--- src/rtl/wb_port_arbiter.sv ---
// wb_port_arbiter: shares one scoreboard writeback port between several
// functional-unit result producers. Each requester owns a one-entry holding
// register; a round-robin pointer picks one full entry per cycle and forwards
// it through a registered writeback stage. A flush drops everything in flight.
module wb_port_arbiter #(
    parameter int NR_REQ        = 3,
    parameter int TRANS_ID_BITS = 3,
    parameter int XLEN          = 64,
    parameter int IDX_W         = $clog2(NR_REQ)
) (
    input  logic                                 clk_i,
    input  logic                                 rst_i,
    input  logic                                 flush_i,
    input  logic [NR_REQ-1:0]                    req_valid_i,
    output logic [NR_REQ-1:0]                    req_ready_o,
    input  logic [NR_REQ-1:0][TRANS_ID_BITS-1:0] req_trans_id_i,
    input  logic [NR_REQ-1:0][XLEN-1:0]          req_data_i,
    input  logic [NR_REQ-1:0]                    req_ex_valid_i,
    output logic                                 wb_valid_o,
    output logic [TRANS_ID_BITS-1:0]             wb_trans_id_o,
    output logic [XLEN-1:0]                      wb_data_o,
    output logic                                 wb_ex_valid_o,
    output logic [IDX_W-1:0]                     grant_idx_o,
    output logic                                 conflict_o,
    output logic                                 busy_o
);

    // Holding registers: control bit is reset, payload is not
    logic [NR_REQ-1:0]                    hold_full;
    logic [NR_REQ-1:0][TRANS_ID_BITS-1:0] hold_id;
    logic [NR_REQ-1:0][XLEN-1:0]          hold_data;
    logic [NR_REQ-1:0]                    hold_ex;

    logic [IDX_W-1:0]         rr_ptr;
    logic [IDX_W-1:0]         rr_next;
    logic [IDX_W-1:0]         win_idx;
    logic [NR_REQ-1:0]        grant;
    logic [NR_REQ-1:0]        load;
    logic                     any_grant;
    logic                     multi_full;
    logic [TRANS_ID_BITS-1:0] win_id;
    logic [XLEN-1:0]          win_data;
    logic                     win_ex;

    // Round-robin pick: first full entry scanning upward from rr_ptr (mod NR_REQ).
    // Depends only on registered state, so ready never loops back through valid.
    always_comb begin
        grant     = '0;
        win_idx   = '0;
        any_grant = 1'b0;
        for (int k = 0; k < NR_REQ; k++) begin
            for (int i = 0; i < NR_REQ; i++) begin
                if (!any_grant && hold_full[i] && (((int'(rr_ptr) + k) % NR_REQ) == i)) begin
                    any_grant = 1'b1;
                    grant[i]  = 1'b1;
                    win_idx   = IDX_W'(i);
                end
            end
        end
    end

    assign win_id   = hold_id[win_idx];
    assign win_data = hold_data[win_idx];
    assign win_ex   = hold_ex[win_idx];

    assign rr_next = (win_idx == IDX_W'(NR_REQ - 1)) ? '0 : win_idx + 1'b1;

    // A granted entry drains this cycle, so it may be refilled in the same cycle
    assign req_ready_o = ~hold_full | grant;
    assign load        = req_valid_i & req_ready_o;

    assign multi_full = ($countones(hold_full) >= 2);
    assign busy_o     = (|hold_full) | wb_valid_o;

    // Control state: occupancy, pointer, writeback valid, grant index, conflict pulse
    always_ff @(posedge clk_i or posedge rst_i) begin
        if (rst_i) begin
            hold_full   <= '0;
            rr_ptr      <= '0;
            wb_valid_o  <= 1'b0;
            grant_idx_o <= '0;
            conflict_o  <= 1'b0;
        end else begin
            conflict_o <= multi_full;
            if (flush_i) begin
                hold_full  <= '0;
                rr_ptr     <= '0;
                wb_valid_o <= 1'b0;
            end else begin
                hold_full  <= (hold_full & ~grant) | load;
                wb_valid_o <= any_grant;
                if (any_grant) begin
                    grant_idx_o <= win_idx;
                    rr_ptr      <= rr_next;
                end
            end
        end
    end

    // Writeback payload: loads the winner's fields, holds when nothing is granted
    always_ff @(posedge clk_i or posedge rst_i) begin
        if (rst_i) begin
            wb_trans_id_o <= '0;
            wb_data_o     <= '0;
            wb_ex_valid_o <= 1'b0;
        end else if (any_grant && !flush_i) begin
            wb_trans_id_o <= win_id;
            wb_data_o     <= win_data;
            wb_ex_valid_o <= win_ex;
        end
    end

    // Holding payload capture on each accepted handshake
    always_ff @(posedge clk_i) begin
        for (int i = 0; i < NR_REQ; i++) begin
            if (load[i]) begin
                hold_id[i]   <= req_trans_id_i[i];
                hold_data[i] <= req_data_i[i];
                hold_ex[i]   <= req_ex_valid_i[i];
            end
        end
    end

endmodule

--- config.mk ---
export PLATFORM = sky130hd
export DESIGN_NAME = wb_port_arbiter
export DESIGN_NICKNAME = d
export VERILOG_FILES = /design/src/rtl/wb_port_arbiter.sv
export SDC_FILE = /design/constraint.sdc
export NUM_CORES = 1
export LEC_CHECK = 0
export ABC_AREA = 1
export ABC_CLOCK_PERIOD_IN_PS = 5400
export CAP_MARGIN = 0
export CORE_ASPECT_RATIO = 0.7
export CORE_MARGIN = 1.5
export CORE_UTILIZATION = 44
export DETAILED_ROUTE_END_ITERATION = 7
export PLACE_DENSITY_LB_ADDON = 0.15
export SKIP_CTS_REPAIR_TIMING = 1
export SLEW_MARGIN = 10
export SYNTH_ARGS = -nofsm -noshare
export SYNTH_HDL_FRONTEND = slang
export SYNTH_SLANG_ARGS = --single-unit
--- constraint.sdc ---
create_clock -name clk_i -period 5.4 [get_ports clk_i]
set_input_delay 1.08 -clock clk_i [delete_from_list [all_inputs] [get_ports clk_i]]
set_output_delay 1.08 -clock clk_i [all_outputs]
set_load 0.05 [all_outputs]
== Word level (Yosys, flattened, before mapping) ==
Index checks and enable logic that the tools add are counted.
Word-level totals
  register bits: 281
  input port bits: 210
  output and inout bits: 76
  logic and storage cells: 111
Operators by class
  $add $sub $neg: 5
  divide/modulo/power cells: 3
  order comparisons: 2
  eq/ne operators: 7
  muxes and demuxes: 36
  bitwise operators: 8
  reductions and logical operators: 33
Operators with widths (count)
  $bmux 64 s2: 1
  $eq 32x2->1 const B: 3
  $eq 32x3->1 const B: 3
  $logic_not 32->1: 3
  $mod 32x3->32 const B: 2
  $mux 64: 1
  $mod 3x3->32 const B: 1
  $mux 1: 20
  $mux 2: 10
  $logic_and 1x1->1: 18
  $logic_not 1->1: 9
  $and 3x3->3: 2
  $bmux 3 s2: 1
  $mux 3: 2
  $not 3->3: 2
  $or 3x3->3: 2
  $add 2x1->3: 1
  $add 2x1->3 const B: 1
  $add 2x2->3 const B: 1
  $ge 3x2->1 const B: 1
  $lt 2x3->1 const B: 1
  $reduce_or 3->1: 1
  $add 1x1->2: 1
  $add 2x1->2 const B: 1
  other kinds (6): 6

== Longest topological paths before layout ==
  depth after elaboration: 40
  depth in mapped cells: 17

== Worst setup path after synthesis ==
Ideal clock, no wire load.
  path type: register to register
  start point: reg rr_ptr[0]
  end point: reg hold_data[100] (netlist name), enable pin
  setup time: 0.516 ns
  arrival: 4.989 ns
  required time: 4.884 ns
  setup slack: -0.105 ns
  cell stages (with the launch flop): 14
  path buffers: 2
  period minus slack after synthesis: 5.505 ns
  path through: dfrtp_1 -> inv_1 -> ha_1 -> nand2_1 -> nand3_2 -> nor2_4 -> o21ai_2 -> nor2_4 -> nand3_2 -> nand2_4 -> buf_8 -> buf_8 -> inv_1 -> a21oi_1
On the way
  cells in the longest elaborated chain, start to end: 34
  elaborated cells on any way between the ends: 47
RTL lines
  start: declaration: RTL line 34  | logic [IDX_W-1:0] rr_ptr;
  start signal: assignment: RTL line 94  | rr_ptr <= rr_next;
  branches (longest 31 deep; another with $mod 32x3->32)
  $mux 1 (*): RTL line 53  | if (!any_grant && hold_full[i] && (((int'(rr_ptr) + k) % NR_REQ) == i)) begin
  $or 3x3->3 (*): RTL line 69  | assign req_ready_o = ~hold_full | grant;
  $and 3x3->3 (*): RTL line 70  | assign load = req_valid_i & req_ready_o;
  named net load[1]: RTL line 38  | logic [NR_REQ-1:0] load;
  end signal: indexed assignment: RTL line 118  | hold_data[i] <= req_data_i[i];
  end: declaration: RTL line 31  | logic [NR_REQ-1:0][XLEN-1:0] hold_data;
Mark *: on every way through the listed nets, which the timed path passes.
A chain may end at the register's enable or synchronous reset.

== Worst setup path in the final report ==
  start point: reg rr_ptr[0]
  end point: out req_ready_o[1]
On the way
  cells in the longest elaborated chain, start to end: 33
  elaborated cells on any way between the ends: 46
RTL lines
  branches (longest 31 deep; another with $mod 32x3->32)
  $mux 1 (*): RTL line 53
  $or 3x3->3 (*): RTL line 69
  end: declaration: RTL line 15  | output logic [NR_REQ-1:0] req_ready_o,
Mark *: on every way between the ends.

==> out/summary.txt <==
Status: finished, final reports clean
Crit start category: flop
Placed Area: 14160 sq um
Gpl congestion: 0.7635
Clk buf depth: 3
Synth warnings: 0
Post-synth top area share: 55.28%
Bufs and invs on worst path: 3
Crit path capture type: output port
Share of post-route cells with drive strength above 1: 6.352%
Max VDD drop: 0.0003387 V
Max-cap viol count: 0
CP top delay family: simple AND/OR/NAND/NOR gates
Worst path max stage delay: 0.52 ns
Die Footprint: 26160 sq um
Post-Syn Nets: 1202
Crit path max fanout: 50
Mux contribution to synthesized area: 0%
Area grow syn2layout: 36.53%
Area contributors post-synth: edfxtp_1 55%, dfrtp_1 17%, nand2_1 17%, nand3_1 2.3%, inv_1 1.3%
Post-synth top area cell: edfxtp_1
PwrDens: 545.1 nW/um^2
Metal2 WL: 12.47 mm
Async set-reset flop share out of synthesis: 27.40%
Number of buffers created by CTS: 28
Post-synthesis cell area: 11080 sq um
Hold WC Path Type: flop to flop
CTS Sinks: 281
Crit path kind: flop to output port
EDFF count, synth: 204
Fillers: 1999
GRT Util Overall: 21.14%
Top_reg_cell synth: edfxtp_1
Starting Density: 44.89%
Final Util: 61.29%
Worst path depth: 12
Unrepaired setup endpoints after global routing: false
DRT met1 WL: 12.34 mm
Final Max Slew Viols: 0
First-pass GRT wire length: 42.01 mm
Slowest-stage cell, CP: nand2_4
Sequential element share of the synthesized area: 72.67%
Clock Latency Late Sink: 0.53 ns
# rows: 48
Worst path cell trace: inv_1 > ha_1 > nand2_1 > nand3_2 > nor2_4 > o21ai_2 > nor2_4 > nand3_2 > nand2_4 > inv_1 > nand2_1 > buf_4
Residual DRC: 0
Met3 wire len: 2.440 mm
Synth Register Bits: 281
Via density: 4.772
Nets: 1482
CTS tree: built
Starting DRT DRC Count: 351
Worst-path clk slew: 0.06 ns
Average wire per standard cell: 17.17 microns
Fmax: 0.2431 GHz
Largest family of logic cells by synthesized area: simple AND/OR/NAND/NOR gates
Total gr overflow: 0
Min-Delay Path Depth: 2
Post-synthesis xor/xnor area fraction: 0%
Least-Margin Pin Slew: 0.9987 ns
Tmin final: 4.114 ns
Post-DRT Antenna Nets: 0
Final period util: 76.18%
Core box area: 24680 sq um
TNS Setup: 0 ns
Cells on worst reg2reg path: 12
WP data arrival: 3.03 ns
DP HPWL: 17.49 mm
Via count: 7717
Die Wd: 192.7 microns
Vias in the first global route: 7503
Drt pass-1 iters: 5
Clock root buffer: clkbuf_16
DR top layer: met5
Synth Area in Adders: 0.3388%
Largest net degree at the start of global routing: 74
Final Hold Vio Count: 0
CP Data Required Time: 4.32 ns
Syn Inst Count: 989
Compound-Gate Fraction of Synth Area: 1.694%
Initial antenna violation count: 4
Slew HR: 33.42%
Clock skew after layout: 0.007356 ns
Unique masters post-synth: 27
Cell area after layout: 15130 sq um
Leak pwr: 6.522 nW
Endpoints failing setup: 0
Io pins: 286
Simple logic cell fraction of the synthesized area: 21.16%
H-tree levels: 1
Final WL: 27.77 mm
Top-count cell post-synth: nand2_1
Port Buf Inserts: 285
Top cells by count, synth: 488 x nand2_1, 204 x edfxtp_1, 77 x dfrtp_1
Die Ht: 135.8 microns
Mapped Avg Cell Area: 11.20 sq um
[logic make-up after synthesis]
kind of cell	count (synthesis)
simple gates	584
flops	281
buf+inv	87
compound gates	34
fa+ha+maj	3
[registers in the layout, summed over array words and instances (netlist names)]
register and count:
conflict_o 1, grant_idx_o 2, hold_data 192, hold_ex 3, hold_full 3, hold_id 9, rr_ptr 2, wb_data_o 64
wb_ex_valid_o 1, wb_trans_id_o 3, wb_valid_o 1
[layer usage]
layer | vias to the layer above | global-route usage (%)
li1 | 3782 | -
met1 | 3632 | 30.24
met2 | 261 | 32.94
met3 | 40 | 4.973
met4 | 2 | 4.608
met5 | - | 0
[worst reg2reg max path, delay by kind of cell (launching register included)]
family | cells | cell delay [ns]
AND/OR/NAND/NOR | 7 | 1.53
buffers and inverters | 2 | 0.73
AO/OA/AOI/OAI | 2 | 0.25
adder cells (fa/ha/maj) | 1 | 0.33
flip-flops | 1 | 0.36
[final cells by class]
type | instances | area [sq um] | share of cell area (%)
antenna | 1 | 2.502 | 0.01654
clock buffer | 41 | 790.8 | 5.227
clock inverter | 11 | 177.7 | 1.174
inverter | 41 | 155.1 | 1.026
multi-input combinational | 621 | 2600 | 17.19
sequential | 281 | 8053 | 53.23
tap | 325 | 406.6 | 2.688
timing repair buffer | 296 | 2943 | 19.45
[power breakdown]
part	internal (W)	switching, W
Sequential	0.00280	0.000214
Combinational	0.00101	0.00217
Clock	0.00125	0.000793
Total	0.00507	0.00318
[layout by cell type, fill, tap and decap left out, drive strengths merged]
cell           synthesis  routed
nand2                501     501
clkdlybuf4s50          0     283
edfxtp               204     204
dfrtp                 77      77
nand3                 52      52
clkbuf                 4      41
inv                   41      40
nor2                  27      27
a21oi                 26      26
buf                   42      13
clkinv                 0       7
bufinv                 0       5
o21ai                  4       4
nand4                  3       3
ha                     3       3
o211ai                 2       2
diode                  0       1
o22ai                  1       1
or2                    1       1
a21o                   1       1
[per-stage QoR]
stage	hold slack [ns]	instances	total power [W]	worst slack, ns
2_1_floorplan	0.4995	989	0.005222	0.3047
3_3_place_gp	0.4555	1564	0.006230	1.838
3_5_place_dp	0.4570	1564	0.006274	1.784
4_1_cts	0.4714	1616	0.008335	1.242
5_1_grt	0.5008	1616	0.008704	1.032
6_report	0.4678	1617	0.008247	1.286
[worst paths after layout]
path | from | endpoint | slack (ns)
setup / recovery | rr_ptr[0]$_DFFE_PP0P_ | req_ready_o[1] | 1.29
hold / removal | grant_idx_o[0]$_DFFE_PP0P_ | grant_idx_o[0]$_DFFE_PP0P_ | 0.47
setup reg to reg | rr_ptr[0]$_DFFE_PP0P_ | wb_data_o[37]$_DFFE_PP0P_ | 2.09
hold reg to reg | grant_idx_o[0]$_DFFE_PP0P_ | grant_idx_o[0]$_DFFE_PP0P_ | 0.47
max in group asynchronous | rst_i | wb_data_o[34]$_DFFE_PP0P_ | 3.40
min in group asynchronous | rst_i | wb_data_o[60]$_DFFE_PP0P_ | 0.97
(Power assumes the default switching activity.)
